$ cat src/rtl/scan_pkg.sv
// Shared state encodings for the serial scan arbiter and its "01" detector.
package scan_pkg;

  typedef enum logic [1:0] {
    IDLE  = 2'd0,
    SHIFT = 2'd1,
    FLUSH = 2'd2,
    DONE  = 2'd3
  } ctrl_state_t;

  typedef enum logic [1:0] {
    S0 = 2'd0,
    S1 = 2'd1,
    S2 = 2'd2
  } det_state_t;

endpackage

$ cat src/rtl/pattern01_detector.sv
// Moore detector for the serial bit pattern "01"; y is high in the state reached by a 0 followed by a 1.
module pattern01_detector
  import scan_pkg::*;
(
  input  logic clk,
  input  logic reset,
  input  logic clr,
  input  logic en,
  input  logic a,
  output logic y
);

  det_state_t state_q;
  det_state_t state_d;

  // State register
  always_ff @(posedge clk or posedge reset) begin
    if (reset) state_q <= S0;
    else       state_q <= state_d;
  end

  // Next state: clear wins over enable; the unused encoding falls back to S0
  always_comb begin
    state_d = state_q;
    if (clr) begin
      state_d = S0;
    end else begin
      case (state_q)
        S0:      if (en) state_d = a ? S0 : S1;
        S1:      if (en) state_d = a ? S2 : S1;
        S2:      if (en) state_d = a ? S0 : S1;
        default: state_d = S0;
      endcase
    end
  end

  assign y = (state_q == S2);

endmodule

$ cat src/rtl/serial_scan_arbiter.sv
// Round-robin scheduler feeding one serial "01" detector; returns per-word match counts tagged with the requester index.
module serial_scan_arbiter
  import scan_pkg::*;
#(
  parameter int unsigned NREQ  = 4,
  parameter int unsigned WIDTH = 8,
  parameter int unsigned IDW   = $clog2(NREQ),
  parameter int unsigned CW    = $clog2(WIDTH + 1)
)
(
  input  logic                    clk,
  input  logic                    reset,
  input  logic [NREQ-1:0]         req,
  input  logic [NREQ*WIDTH-1:0]   data,
  output logic [NREQ-1:0]         gnt,
  output logic                    busy,
  output logic                    done,
  output logic [IDW-1:0]          done_id,
  output logic [CW-1:0]           match_count
);

  localparam int unsigned BW = $clog2(WIDTH);

  ctrl_state_t     state_q, state_d;
  logic [IDW-1:0]  ptr_q, ptr_d;
  logic [WIDTH-1:0] word_q, word_d;
  logic [BW-1:0]   bit_q, bit_d;
  logic [CW-1:0]   cnt_q, cnt_d;
  logic [IDW-1:0]  id_q, id_d;
  logic [NREQ-1:0] gnt_d;
  logic            busy_d, done_d;
  logic [IDW-1:0]  done_id_d;
  logic [CW-1:0]   match_count_d;

  logic            win_found;
  logic [IDW-1:0]  win_idx;
  int unsigned     rr_sum;
  logic            det_clr, det_en, det_y;

  pattern01_detector u_det (
    .clk   (clk),
    .reset (reset),
    .clr   (det_clr),
    .en    (det_en),
    .a     (word_q[0]),
    .y     (det_y)
  );

  // Round-robin pick: first requester at or after the priority pointer
  always_comb begin
    win_found = 1'b0;
    win_idx   = '0;
    rr_sum    = 0;
    for (int unsigned off = 0; off < NREQ; off++) begin
      rr_sum = 32'(ptr_q) + off;
      if (rr_sum >= NREQ) rr_sum = rr_sum - NREQ;
      if (!win_found && req[IDW'(rr_sum)]) begin
        win_found = 1'b1;
        win_idx   = IDW'(rr_sum);
      end
    end
  end

  // Controller next state and next values of every registered output
  always_comb begin
    state_d       = state_q;
    ptr_d         = ptr_q;
    word_d        = word_q;
    bit_d         = bit_q;
    cnt_d         = cnt_q;
    id_d          = id_q;
    gnt_d         = '0;
    busy_d        = busy;
    done_d        = 1'b0;
    done_id_d     = done_id;
    match_count_d = match_count;
    det_clr       = 1'b0;
    det_en        = 1'b0;

    case (state_q)
      IDLE: begin
        det_clr = 1'b1;
        if (win_found) begin
          for (int unsigned i = 0; i < NREQ; i++) begin
            if (IDW'(i) == win_idx) word_d = data[i*WIDTH +: WIDTH];
          end
          id_d           = win_idx;
          bit_d          = '0;
          cnt_d          = '0;
          gnt_d[win_idx] = 1'b1;
          busy_d         = 1'b1;
          ptr_d          = (win_idx == IDW'(NREQ - 1)) ? '0 : win_idx + IDW'(1);
          state_d        = SHIFT;
        end
      end
      SHIFT: begin
        det_en = 1'b1;
        cnt_d  = cnt_q + CW'(det_y);
        word_d = word_q >> 1;
        bit_d  = bit_q + BW'(1);
        if (bit_q == BW'(WIDTH - 1)) state_d = FLUSH;
      end
      FLUSH: begin
        // Detector output for the last bit is visible only now
        cnt_d         = cnt_q + CW'(det_y);
        match_count_d = cnt_q + CW'(det_y);
        done_id_d     = id_q;
        done_d        = 1'b1;
        state_d       = DONE;
      end
      DONE: begin
        busy_d  = 1'b0;
        state_d = IDLE;
      end
      default: state_d = IDLE;
    endcase
  end

  // State and datapath registers
  always_ff @(posedge clk or posedge reset) begin
    if (reset) begin
      state_q     <= IDLE;
      ptr_q       <= '0;
      word_q      <= '0;
      bit_q       <= '0;
      cnt_q       <= '0;
      id_q        <= '0;
      gnt         <= '0;
      busy        <= 1'b0;
      done        <= 1'b0;
      done_id     <= '0;
      match_count <= '0;
    end else begin
      state_q     <= state_d;
      ptr_q       <= ptr_d;
      word_q      <= word_d;
      bit_q       <= bit_d;
      cnt_q       <= cnt_d;
      id_q        <= id_d;
      gnt         <= gnt_d;
      busy        <= busy_d;
      done        <= done_d;
      done_id     <= done_id_d;
      match_count <= match_count_d;
    end
  end

endmodule
$ cat config.mk
export PLATFORM = sky130hd
export DESIGN_NAME = serial_scan_arbiter
export DESIGN_NICKNAME = d
export VERILOG_FILES = /design/src/rtl/scan_pkg.sv /design/src/rtl/pattern01_detector.sv /design/src/rtl/serial_scan_arbiter.sv
export SDC_FILE = /design/constraint.sdc
export NUM_CORES = 1
export LEC_CHECK = 0
export BUFFER_PORTS_ARGS = -buffer_cell sky130_fd_sc_hd__buf_2
export CAP_MARGIN = 30
export CORE_ASPECT_RATIO = 0.6
export CORE_MARGIN = 2
export CORE_UTILIZATION = 30
export CTS_CLUSTER_SIZE = 24
export DETAILED_ROUTE_END_ITERATION = 8
export PLACE_DENSITY_LB_ADDON = 0.08
export SLEW_MARGIN = 20
export SYNTH_ARGS = -nofsm -noshare
export SYNTH_HDL_FRONTEND = slang
export SYNTH_SLANG_ARGS = --single-unit
$ cat constraint.sdc
create_clock -name clk -period 2.25 [get_ports clk]
set_input_delay 0.45 -clock clk [delete_from_list [all_inputs] [get_ports clk]]
set_output_delay 0.45 -clock clk [all_outputs]
set_load 0.03 [all_outputs]
; After elaboration in Yosys (flattened, before gate mapping)
; Index checks and enable logic that the tools add are counted.
[totals]
reg_bits = 35
input_bits = 38
output_inout_bits = 12
word_cells = 118
[classes]
n_addsub = 10
n_lt_le_gt_ge = 10
n_eq_ne = 15
muxes = 49
n_reduce_logical = 22
[op_table]
columns = cell, count
row1 = two-way mux 8 bit, 5
row2 = two-way mux 2 bit, 15
row3 = case mux 8 bit (2 select lines), 1
row4 = "< comparator 2 x 3 -> 1 bit, second input constant", 5
row5 = two-way mux 1 bit, 14
row6 = two-way mux 4 bit, 3
row7 = AND reduction 2 bit, 6
row8 = "greater-or-equal comparator 3 bit, second input constant", 3
row9 = binary-select mux 1 bit (select 2 bit), 4
row10 = "== test 2 bit, second input constant", 4
row11 = case mux 2 bit (4 select lines), 1
row12 = case mux 4 bit (2 select lines), 1
row13 = "subtractor 2 x 1 -> 2 bit, second input constant", 4
row14 = "adder 2 x 2 -> 3 bit, second input constant", 2
row15 = zero test 2 bit, 3
row16 = case mux 3 bit (2 select lines), 1
row17 = nonzero test 2 bit, 3
row18 = "inequality test 5 bit, second input constant", 1
row19 = adder 4 x 1 -> 4 bit, 1
row20 = "== test 2 x 1 -> 1 bit, second input constant", 2
row21 = "== test 2 bit, first input constant", 2
row22 = logical AND 1 bit, 4
row23 = "inequality test 2 bit, second input constant", 2
row24 = case mux 2 bit (2 select lines), 1
row25 = other kinds (15), 18

; Depth between registers and ports, before layout
; Gate-level depths: netlist of run 1.
[logic_depth]
word_depth = 21
ltp_mapped = 10

; By module
; From an unflattened synthesis of run 1, not the netlist that was laid out.
[unflattened]
cells_unflattened = 207
hier_area_um2 = 2108.3
[modules_own_cells]
columns = module, instances, cells_per_inst, area_each_um2, seq_area_each_um2
row1 = serial_scan_arbiter, 1, 197, 1999.4, 825.8
row2 = pattern01_detector, 1, 10, 108.9, 50.0

; Worst setup path after synthesis of run 1
; OpenSTA, ideal clock, no wires.
[synth_path]
path_kind = input port to flip-flop
start = in req[2]
end = reg word_q[0]
setup_time_ns = 0.125
t_arrival_ns = 2.458
required_ns = 2.125
slack_ns = -0.333
cell_stages = 8
n_path_buf = 2
path_cell_list = or4_1 > buf_4 > and2_1 > ha_1 > buf_4 > nor4_2 > o31ai_4 > mux2_2
[synth_via]
elab_chain_cells = 18
elab_cells_between_ends = 34
[synth_rtl]
columns = element, line_no
row1 = from (decl), serial_scan_arbiter.sv:13  ; input logic [NREQ-1:0] req,
row2 = binary-select mux 1 bit (select 2 bit), serial_scan_arbiter.sv:57  ; if (!win_found && req[IDW'(rr_sum)]) begin
row3 = two-way mux 1 bit (implied by the code), serial_scan_arbiter.sv:57
row4 = two-way mux 1 bit, serial_scan_arbiter.sv:57
row5 = zero test 1 bit, serial_scan_arbiter.sv:57
row6 = logical AND 1 bit, serial_scan_arbiter.sv:57
row7 = two-way mux 1 bit, serial_scan_arbiter.sv:57
row8 = zero test 1 bit, serial_scan_arbiter.sv:57
row9 = logical AND 1 bit, serial_scan_arbiter.sv:57
row10 = two-way mux 1 bit, serial_scan_arbiter.sv:57
row11 = zero test 1 bit, serial_scan_arbiter.sv:57
row12 = logical AND 1 bit, serial_scan_arbiter.sv:57
row13 = two-way mux 2 bit (*), serial_scan_arbiter.sv:57
row14 = via win_idx[0], serial_scan_arbiter.sv:36  ; logic [IDW-1:0] win_idx;
row15 = == test 1 x 2 -> 1 bit, serial_scan_arbiter.sv:85  ; if (IDW'(i) == win_idx) word_d = data[i*WIDTH +: WIDTH];
row16 = two-way mux 8 bit (3 in a row), serial_scan_arbiter.sv:85
row17 = two-way mux 8 bit, serial_scan_arbiter.sv:83  ; if (win_found) begin
row18 = case mux 8 bit (2 select lines), serial_scan_arbiter.sv:80  ; case (state_q)
row19 = to (signal assigned), serial_scan_arbiter.sv:136  ; word_q <= word_d;
row20 = to (decl), serial_scan_arbiter.sv:26  ; logic [WIDTH-1:0] word_q, word_d;
; The timed path passes the listed nets; every way through them passes the cells marked *. The select of a mux whose other input is x is not followed.
; A chain may end at the register's enable or synchronous reset.

; Final worst setup path of run 1
[layout_path]
start = in req[3]
end = reg word_q[5]
; Same word-level chain as after synthesis.

==> results of run 1 <==
==> kinds of logic after synthesis <==
group | synth area share, %
DFF | 42.7
adders and majority gates | 7.32
and+or+nand+nor | 14.6
AOI/OAI and AO/OA | 17.6
muxes | 12.6
buffers and inverters | 5.06
==> routing by layer <==
metal | wire, um | global-route usage, % | up-vias
li1 | - | - | 860
met3 | 202 | 3.99 | 5
met4 | 39 | 3.75 | 0
met5 | 0 | 0 | -
met1 | 2620 | 19.4 | 761
met2 | 1970 | 20.2 | 27
==> metrics by stage <==
step | area (um^2) | hold WS, ns | instances
after global placement | 2600 | 0.452 | 348
after global routing | 2910 | 0.327 | 359
after CTS | 2790 | 0.288 | 355
final | 2910 | 0.272 | 359
after floorplan | 2110 | 0.431 | 196
after detailed placement | 2600 | 0.455 | 348
==> layout make-up <==
cell class              instances  area [um^2]  share of cell area [%]
multi-input cells             136         1200                    41.3
clock inverters                 1         30.0                    1.03
inverters                      15         56.3                    1.94
clock buffers                   6          129                    4.44
well taps                      87          109                    3.75
repair buffers                 79          507                    17.4
flip-flops and latches         35          876                    30.1
==> layout by cell type, fill, tap and decap left out, types with 6 or more instances in the layout <==
master / instances
mux2_2: 10
a21oi_1: 8
nand2_1: 15
buf_2: 47
a221o_1: 6
buf_4: 26
dfrtp_1: 35
inv_1: 12
nor2_1: 12
mux2i_1: 7
ha_1: 9
==> what timing repair did <==
action / in CTS / in global routing
pin swaps: 3 / 12
endpoints found under the setup margin: 8 / 8
resized for setup: 6 / 22
hold buffers: 0 / 0
setup buffers: 0 / 5
==> report_power, final <==
group	switching (mW)	internal, mW	total [mW]
clock	0.248	0.516	0.765
combinational	1.22	1.25	2.47
sequential	0.157	0.903	1.06
total	1.63	2.67	4.30
==> worst register-to-register path: stages, from the launching register on <==
cell      delay [ns]
dfrtp_1         0.41
nand2b_1        0.17
a21oi_2         0.18
a211oi_2        0.06
and2_4          0.17
ha_4            0.18
nor4_4          0.36
o31ai_4         0.10
buf_12          0.15
mux2_4          0.29
==> flip-flops by register name (all words and copies together), names as in the netlist, 3 cells and up <==
register,cells
gnt,4
word_q,8
cnt_q,4
bit_q,3
match_count,4
==> worst min-delay path by stage <==
stage	startpoint	endpoint	slack [ns]	depth (start not counted)
global route	reset	match_count[2]	0.33	3
global placement	u_det.state_q[1]	u_det.state_q[0]	0.45	1
detailed placement	u_det.state_q[1]	u_det.state_q[0]	0.46	1
finish	reset	match_count[2]	0.27	3
CTS	reset	match_count[2]	0.29	3
floorplan	u_det.state_q[1]	u_det.state_q[0]	0.43	1
==> flow_metrics.py, run 1 <==
metrics = {
    "finish": {
        "fin_util_pct": 43.7,
        "diodes": 0,
        "syn_to_final_growth_pct": 41.7,
        "nFillCells": 632,
        "final_nets": 322,
        "drive_gt1_share_pct": 45.2,
    },
    "detailed_routing": {
        "antenna_left": 0,
        "wirelength_mm": 4.84,
        "drtIter0Drc": 41,
        "routed_via_density": 4.60,
        "wl_per_cell_um": 13.5,
        "dr.pass1.iters": 4,
        "drc": 0,
        "vias": 1653,
    },
    "worst_setup_path": {
        "cp-end-kind": "flip-flop",
        "r2r_slack_ns": 0.07,
        "cpMaxStageDelayCell": "or4_4",
        "crit_start": "req[3]",
        "crit_type": "input pin to flip-flop",
        "path_delay_family": "simple AND/OR/NAND/NOR gates",
        "critPathMaxFanout": 8,
        "arrival_ns": 2.41,
        "start_kind": "input pin",
        "r2r_end": "word_q[5]",
        "crit_buf_inv": 2,
        "crit_required_ns": 2.41,
        "worstRegToRegCells": 9,
        "r2r-start": "ptr_q[0]",
        "critPathMaxStageDelay_ns": 0.56,
        "critical_path.cell_chain": "buf_4, or4_4, and2_4, ha_4, nor4_4, o31ai_4, buf_12, mux2_4",
        "crit_end": "word_q[5]",
        "crit_cells": 8,
    },
    "synth": {
        "ys_seq_area_share_pct": 42.7,
        "async_reset_ff_share_pct": 100,
        "synthCells": 196,
        "synthTopCellsByCount": "dfrtp_1 (35), nand2_1 (16), inv_1 (14)",
        "ys_types": 43,
        "ys.flop_type": "dfrtp_1",
        "synth.avg_cell_area_um2": 10.5,
        "synth_top_area_share_pct": 42.7,
        "synth.most_common_cell": "dfrtp_1",
        "synth_edf_count": 0,
        "yosysTopAreaCell": "dfrtp_1",
        "synth_nets": 246,
        "synth_top_cells_by_area": "dfrtp_1 (43%), ha_1 (7.3%), mux2_2 (7.1%), mux2i_1 (4.4%), a221o_1 (2.9%)",
        "synth_seq_cells": 35,
        "syn-cell-area_um2": 2050,
        "ys_warn_count": 0,
    },
    "status": {
        "outcome": "finished clean",
    },
    "timing": {
        "rsz0062_at_grt": "yes",
        "max_slew_margin_pct": 67.0,
        "fin_ws_ns": 0.000899,
        "drv_slew": 0,
        "min_period_ns": 2.25,
        "hold_violations": 0,
        "fin_crit_sh_pct": 100,
        "worstMarginPinSlew_ns": 0.494,
        "fmax_ghz": 0.445,
        "skew_ns": 0.00639,
        "fin_setup_tns_ns": 0,
        "setup_viol": 0,
    },
    "pwr": {
        "power_density_nw_per_um2": 1480,
        "p_leak_nw": 1.43,
        "p_total_mw": 4.30,
        "peakVddDrop_mv": 0.496,
    },
    "grt": {
        "grt_pass1_vias": 1600,
        "grt_usage_pct": 13.6,
        "grt_max_degree": 36,
        "grt_pass1_wl_mm": 7.83,
        "overflow": 0,
        "antenna_found_initial": 0,
    },
    "clock_tree": {
        "cts_tree": "yes",
        "clock_path_buffers": 2,
        "cts_root_buf": "clkbuf_16",
        "htreeDepth": 2,
        "clkTransAtPathRegs_ns": 0.06,
        "worst_skew_pair.late_latency_ns": 0.28,
        "cts_buffers": 5,
        "cts_sinks": 35,
    },
    "die": {
        "num_io_pins": 50,
        "start_util_pct": 30.8,
        "fp.dieH_um": 68.0,
        "die_w_um": 111,
        "fp.coreArea_um2": 6650,
        "row_count": 23,
        "die-area_um2": 7530,
    },
    "place": {
        "pre_cts_ws_ns": -0.281,
        "port_buffers": 49,
        "hpwl_mm": 3.50,
        "routabilityCongestion": 0.760,
    },
    "flow_run": {
        "drv_cap": 0,
    },
    "hold_path": {
        "holdCritPathClass": "input pin to asynchronous set/reset pin",
    },
}
Power figures use the tool's default switching activity.
==> inputs of run 2 (changes only) <==
--- a/config.mk
+++ b/config.mk
@@ -13,6 +13,7 @@
 export CTS_CLUSTER_SIZE = 24
 export DETAILED_ROUTE_END_ITERATION = 8
 export PLACE_DENSITY_LB_ADDON = 0.08
+export RECOVER_POWER = 25
 export SLEW_MARGIN = 20
 export SYNTH_ARGS = -nofsm -noshare
 export SYNTH_HDL_FRONTEND = slang
==> run 2 against run 1 <==
  * Combinational power about the same
  * Cell area about the same
  * Wire length unchanged
  * First-iteration DRC count unchanged
  * Critical path depth unchanged
  * Die area unchanged
  * Power about the same
  * Non-clock buffer count unchanged
  * Worst hold slack better by 0.17 ns
  * Clock skew unchanged
  * Via count unchanged
  * Global-route usage unchanged
  * Critical endpoint unchanged
  * Largest power group unchanged
==> flow_metrics.py, run 2 (synthesis gave the netlist of run 1 again) <==
metrics = {
    "clock_tree": {
        "htreeDepth": 2,
        "worst_skew_pair.late_latency_ns": 0.28,
        "cts_sinks": 35,
        "cts_buffers": 5,
        "clkTransAtPathRegs_ns": 0.06,
        "hold_buffers": 0,
        "cts_tree": "yes",
        "clock_path_buffers": 2,
        "cts_root_buf": "clkbuf_16",
    },
    "place": {
        "port_buffers": 49,
        "place_area_um2": 2600,
        "dp_cells": 348,
        "hpwl_mm": 3.50,
        "routabilityCongestion": 0.760,
    },
    "worst_setup_path": {
        "start_kind": "input pin",
        "crit_type": "input pin to flip-flop",
        "crit_required_ns": 2.41,
        "critPathMaxFanout": 8,
        "cp-end-kind": "flip-flop",
        "arrival_ns": 2.41,
    },
    "die": {
        "num_io_pins": 50,
        "die_w_um": 111,
        "fp.dieH_um": 68.0,
        "row_count": 23,
        "fp.coreArea_um2": 6650,
        "start_util_pct": 30.8,
        "die-area_um2": 7530,
    },
    "finish": {
        "layout_common_cells": "buf_2 (47), dfrtp_1 (35), buf_4 (25), nand2_1 (15)",
        "nFillCells": 632,
        "regMostFlops": "word_q",
        "final_nets": 322,
        "stdcell_count": 359,
        "layout_commonest_cell": "buf_2",
        "drive_gt1_share_pct": 45.2,
        "largest_reg_flops": 8,
        "syn_to_final_growth_pct": 41.5,
        "diodes": 0,
        "design_area_um2": 2900,
    },
    "grt": {
        "antenna_found_initial": 0,
        "overflow": 0,
        "grt_pass1_wl_mm": 7.83,
        "grt_pass1_vias": 1600,
        "grt_max_degree": 36,
        "grt_usage_pct": 13.6,
    },
    "timing": {
        "setup_viol": 0,
        "drv_slew": 0,
        "rsz0062_at_grt": "yes",
        "min_period_ns": 2.25,
        "worstMarginPinSlew_ns": 0.896,
        "hold_violations": 0,
        "max_slew_margin_pct": 40.2,
        "skew_ns": 0.00639,
        "fin_crit_sh_pct": 100,
        "fmax_ghz": 0.445,
    },
    "detailed_routing": {
        "drc": 0,
        "routed_via_density": 4.60,
        "dr.pass1.iters": 4,
        "vias": 1653,
        "drtIter0Drc": 41,
        "antenna_left": 0,
        "wl_per_cell_um": 13.5,
        "wirelength_mm": 4.84,
    },
    "pwr": {
        "p_leak_nw": 1.43,
        "power_density_nw_per_um2": 1480,
        "peakVddDrop_mv": 0.496,
    },
    "hold_path": {
        "holdCritPathClass": "input pin to asynchronous set/reset pin",
    },
    "flow_run": {
        "drv_cap": 0,
    },
    "status": {
        "outcome": "finished clean",
    },
}
## run 2: changes by cell type in the layout (fill, tap and decap cells not counted), sizes merged
cell | before | now
buf | 79 | 78
clkbuf | 6 | 7
## run 2: final cells by class
class / instances / area [um^2] / share of cell area [%]
tap: 87 / 109 / 3.75
sequential: 35 / 876 / 30.2
multi-input combinational: 136 / 1200 / 41.3
inverter: 15 / 56.3 / 1.94
clock buffer: 6 / 129 / 4.44
timing repair buffer: 79 / 504 / 17.4
clock inverter: 1 / 30.0 / 1.03
## run 2: final timing paths
path,start,end,slack [ns],depth (start not counted)
min in group clk,u_det.state_q[1],u_det.state_q[0],0.47,1
max in group asynchronous,reset,word_q[3],1.26,3
max reg2reg,ptr_q[0],word_q[5],0.07,9
min,reset,match_count[2],0.44,3
min reg2reg,u_det.state_q[1],u_det.state_q[0],0.47,1
max,req[3],word_q[5],0.0009,8
## run 2: layer usage
layer / vias to the layer above / part of all wire [%] / global-route usage [%] / wire length (um)
met4: 0 / 0.81 / 3.75 / 39
met5: - / 0 / 0 / 0
met1: 761 / 54 / 19.4 / 2620
met2: 27 / 41 / 20.2 / 1970
met3: 5 / 4.2 / 3.99 / 202
li1: 860 / - / - / -
## run 2: where the power goes
group          total (mW)  leakage, nW  internal, mW  switching, mW
Combinational        2.47        0.907          1.25           1.22
Sequential           1.06        0.443         0.903          0.157
Clock               0.765       0.0769         0.516          0.248
## run 2: critical path, cell delays in order
cell and delay [ns]:
buf_4 0.12, or4_4 0.56, and2_4 0.20, ha_4 0.18, nor4_4 0.36, o31ai_4 0.10
buf_12 0.15, mux2_4 0.29
## run 2: repair_timing
action                                  CTS  global route
endpoints found under the setup margin    8             8
buffers inserted                          0             5
resized for setup                         6            22
pin swaps                                 3            12
cloned                                    0             0
## run 2: metrics by stage
step                setup TNS (ns)  power [mW]  hold slack, ns  utilization [%]  setup slack (ns)
finish                           0        4.30           0.437             43.7          0.000899
floorplan                    -1.05        2.64           0.431                -            -0.161
detailed placement           -2.00        3.33           0.455             39.1            -0.281
global placement             -1.79        3.32           0.452             39.1            -0.260
global route                -0.126        4.64           0.487             43.7           -0.0282
CTS                              0        4.15           0.288             42.0            0.0200
==> inputs of run 3 (changes only) <==
--- a/config.mk
+++ b/config.mk
@@ -7,7 +7,6 @@
 export LEC_CHECK = 0
 export BUFFER_PORTS_ARGS = -buffer_cell sky130_fd_sc_hd__buf_2
 export CAP_MARGIN = 30
-export CORE_ASPECT_RATIO = 0.6
 export CORE_MARGIN = 2
 export CORE_UTILIZATION = 30
 export CTS_CLUSTER_SIZE = 24
==> run 3 against run 2 <==
  * Sequential share of layout area grew 0.30 points
  * Cell count shrank 0.56%
  * Flip-flop and latch count is the same
  * Global-route usage shrank 0.83 points
  * Largest cell class unchanged
==> flow_metrics.py, run 3 (synthesis gave the netlist of run 1 again) <==
metrics = {
    "place": {
        "routabilityCongestion": 0.766,
        "hpwl_mm": 3.49,
        "port_buffers": 49,
    },
    "detailed_routing": {
        "drtIter0Drc": 36,
        "antenna_left": 0,
        "routed_via_density": 4.75,
        "drc": 0,
        "wl_per_cell_um": 13.5,
        "wirelength_mm": 4.83,
        "dr.pass1.iters": 4,
        "vias": 1695,
    },
    "worst_setup_path": {
        "crit_type": "input pin to flip-flop",
        "critPathMaxFanout": 8,
        "start_kind": "input pin",
        "arrival_ns": 2.41,
        "cp-end-kind": "flip-flop",
        "crit_required_ns": 2.42,
    },
    "timing": {
        "hold_slack_ns": 0.425,
        "skew_ns": 0.00552,
        "fin_crit_sh_pct": 99.8,
        "drv_slew": 0,
        "setup_viol": 0,
        "fmax_ghz": 0.445,
        "min_period_ns": 2.24,
        "max_slew_margin_pct": 39.7,
        "rsz0062_at_grt": "yes",
        "hold_violations": 0,
        "worstMarginPinSlew_ns": 0.904,
    },
    "grt": {
        "grt_max_degree": 36,
        "grt_pass1_vias": 1634,
        "overflow": 0,
        "grt_usage_pct": 12.8,
        "antenna_found_initial": 0,
        "grt_pass1_wl_mm": 7.56,
    },
    "clock_tree": {
        "cts_sinks": 35,
        "cts_buffers": 5,
        "htreeDepth": 2,
        "worst_skew_pair.late_latency_ns": 0.28,
        "cts_root_buf": "clkbuf_8",
        "hold_buffers": 0,
        "clock_path_buffers": 2,
        "clkTransAtPathRegs_ns": 0.08,
        "cts_tree": "yes",
    },
    "die": {
        "start_util_pct": 30.5,
        "die_w_um": 86.7,
        "fp.dieH_um": 86.7,
        "row_count": 30,
        "num_io_pins": 50,
        "die-area_um2": 7510,
        "fp.coreArea_um2": 6720,
    },
    "finish": {
        "diodes": 0,
        "regMostFlops": "word_q",
        "final_nets": 326,
        "largest_reg_flops": 8,
        "fin_util_pct": 42.8,
        "nFillCells": 677,
        "drive_gt1_share_pct": 45.8,
        "layout_common_cells": "buf_2 (49), dfrtp_1 (35), buf_4 (26), nand2_1 (15), inv_1 (12)",
        "syn_to_final_growth_pct": 40.1,
        "layout_commonest_cell": "buf_2",
    },
    "pwr": {
        "peakVddDrop_mv": 0.476,
        "p_int_mw": 2.46,
        "power_density_nw_per_um2": 1420,
        "p_leak_nw": 1.42,
        "combPwrFrac_pct": 63.2,
        "sw_frac_of_total_pct": 39.7,
        "p_clk_share_pct": 11.0,
        "pwr-share-seq_pct": 25.8,
        "p_sw_mw": 1.62,
    },
    "hold_path": {
        "holdCritPathClass": "input pin to asynchronous set/reset pin",
    },
    "status": {
        "outcome": "finished clean",
    },
    "flow_run": {
        "drv_cap": 0,
    },
}
[run 3: cell types whose count changed in the layout (fill, tap and decap cells not counted), sizes merged]
cell,before,now
buf,78,81
bufinv,1,0
clkbuf,7,8
clkinv,0,1
clkinvlp,0,1
[run 3: stage by stage]
stage | area [um^2] | total power [mW] | setup WS, ns | cells | TNS, ns
after floorplan | 2110 | 2.64 | -0.161 | 196 | -1.05
after global placement | 2610 | 3.37 | -0.238 | 341 | -1.69
after detailed placement | 2610 | 3.36 | -0.251 | 341 | -1.90
after CTS | 2720 | 3.88 | 0.0185 | 351 | 0
after global routing | 2870 | 4.38 | -0.0204 | 357 | -0.0678
final | 2870 | 4.08 | 0.00524 | 357 | 0
[run 3: area by class of cell]
| cell class | count | area (um^2) | share of cell area, % |
|---|---|---|---|
| clock inverters | 2 | 12.5 | 0.435 |
| flip-flops and latches | 35 | 876 | 30.5 |
| multi-input cells | 136 | 1200 | 41.7 |
| repair buffers | 83 | 559 | 19.5 |
| inverters | 15 | 56.3 | 1.96 |
| clock buffers | 6 | 72.6 | 2.53 |
| well taps | 80 | 100 | 3.48 |
[run 3: timing repair]
action | 4_1_cts | 5_1_grt
pin swaps | 3 | 12
setup buffers | 2 | 7
endpoints found under the setup margin | 8 | 8
cloned | 0 | 1
gates resized for setup | 4 | 22
[run 3: per-layer routing]
| layer | vias up | global-route usage (%) | share of wire (%) |
|---|---|---|---|
| li1 | 868 | - | - |
| met1 | 796 | 16.6 | 47 |
| met2 | 27 | 21.3 | 49 |
| met3 | 4 | 2.76 | 3.0 |
| met4 | 0 | 3.84 | 0.91 |
| met5 | - | 0 | 0 |
[run 3: path summary, 6_finish.rpt]
path | slack, ns | depth (start not counted) | from | end
worst min-delay path | 0.42 | 3 | reset | bit_q[0]
worst max-delay path | 0.005 | 8 | req[2] | word_q[4]
worst max register to register | 0.07 | 10 | ptr_q[1] | word_q[4]
min in group clk | 0.46 | 1 | u_det.state_q[1] | u_det.state_q[0]
worst min register to register | 0.46 | 1 | u_det.state_q[1] | u_det.state_q[0]
max in group asynchronous | 1.25 | 3 | reset | gnt[0]
[run 3: power groups by stage]
stage / sequential, mW / combinational (mW) / clock, mW
final: 1.05 / 2.58 / 0.450
after CTS: 1.05 / 2.36 / 0.469
after global placement: 1.07 / 2.30 / 0
after floorplan: 1.20 / 1.44 / 0
after global routing: 1.09 / 2.80 / 0.496
after detailed placement: 1.07 / 2.29 / 0
[run 3: critical path, cell delays in order]
cell     delay (ns)
buf_2          0.13
or4_4          0.55
and2_4         0.20
ha_4           0.19
nor4_4         0.34
o31ai_4        0.10
buf_12         0.16
mux2_4         0.29
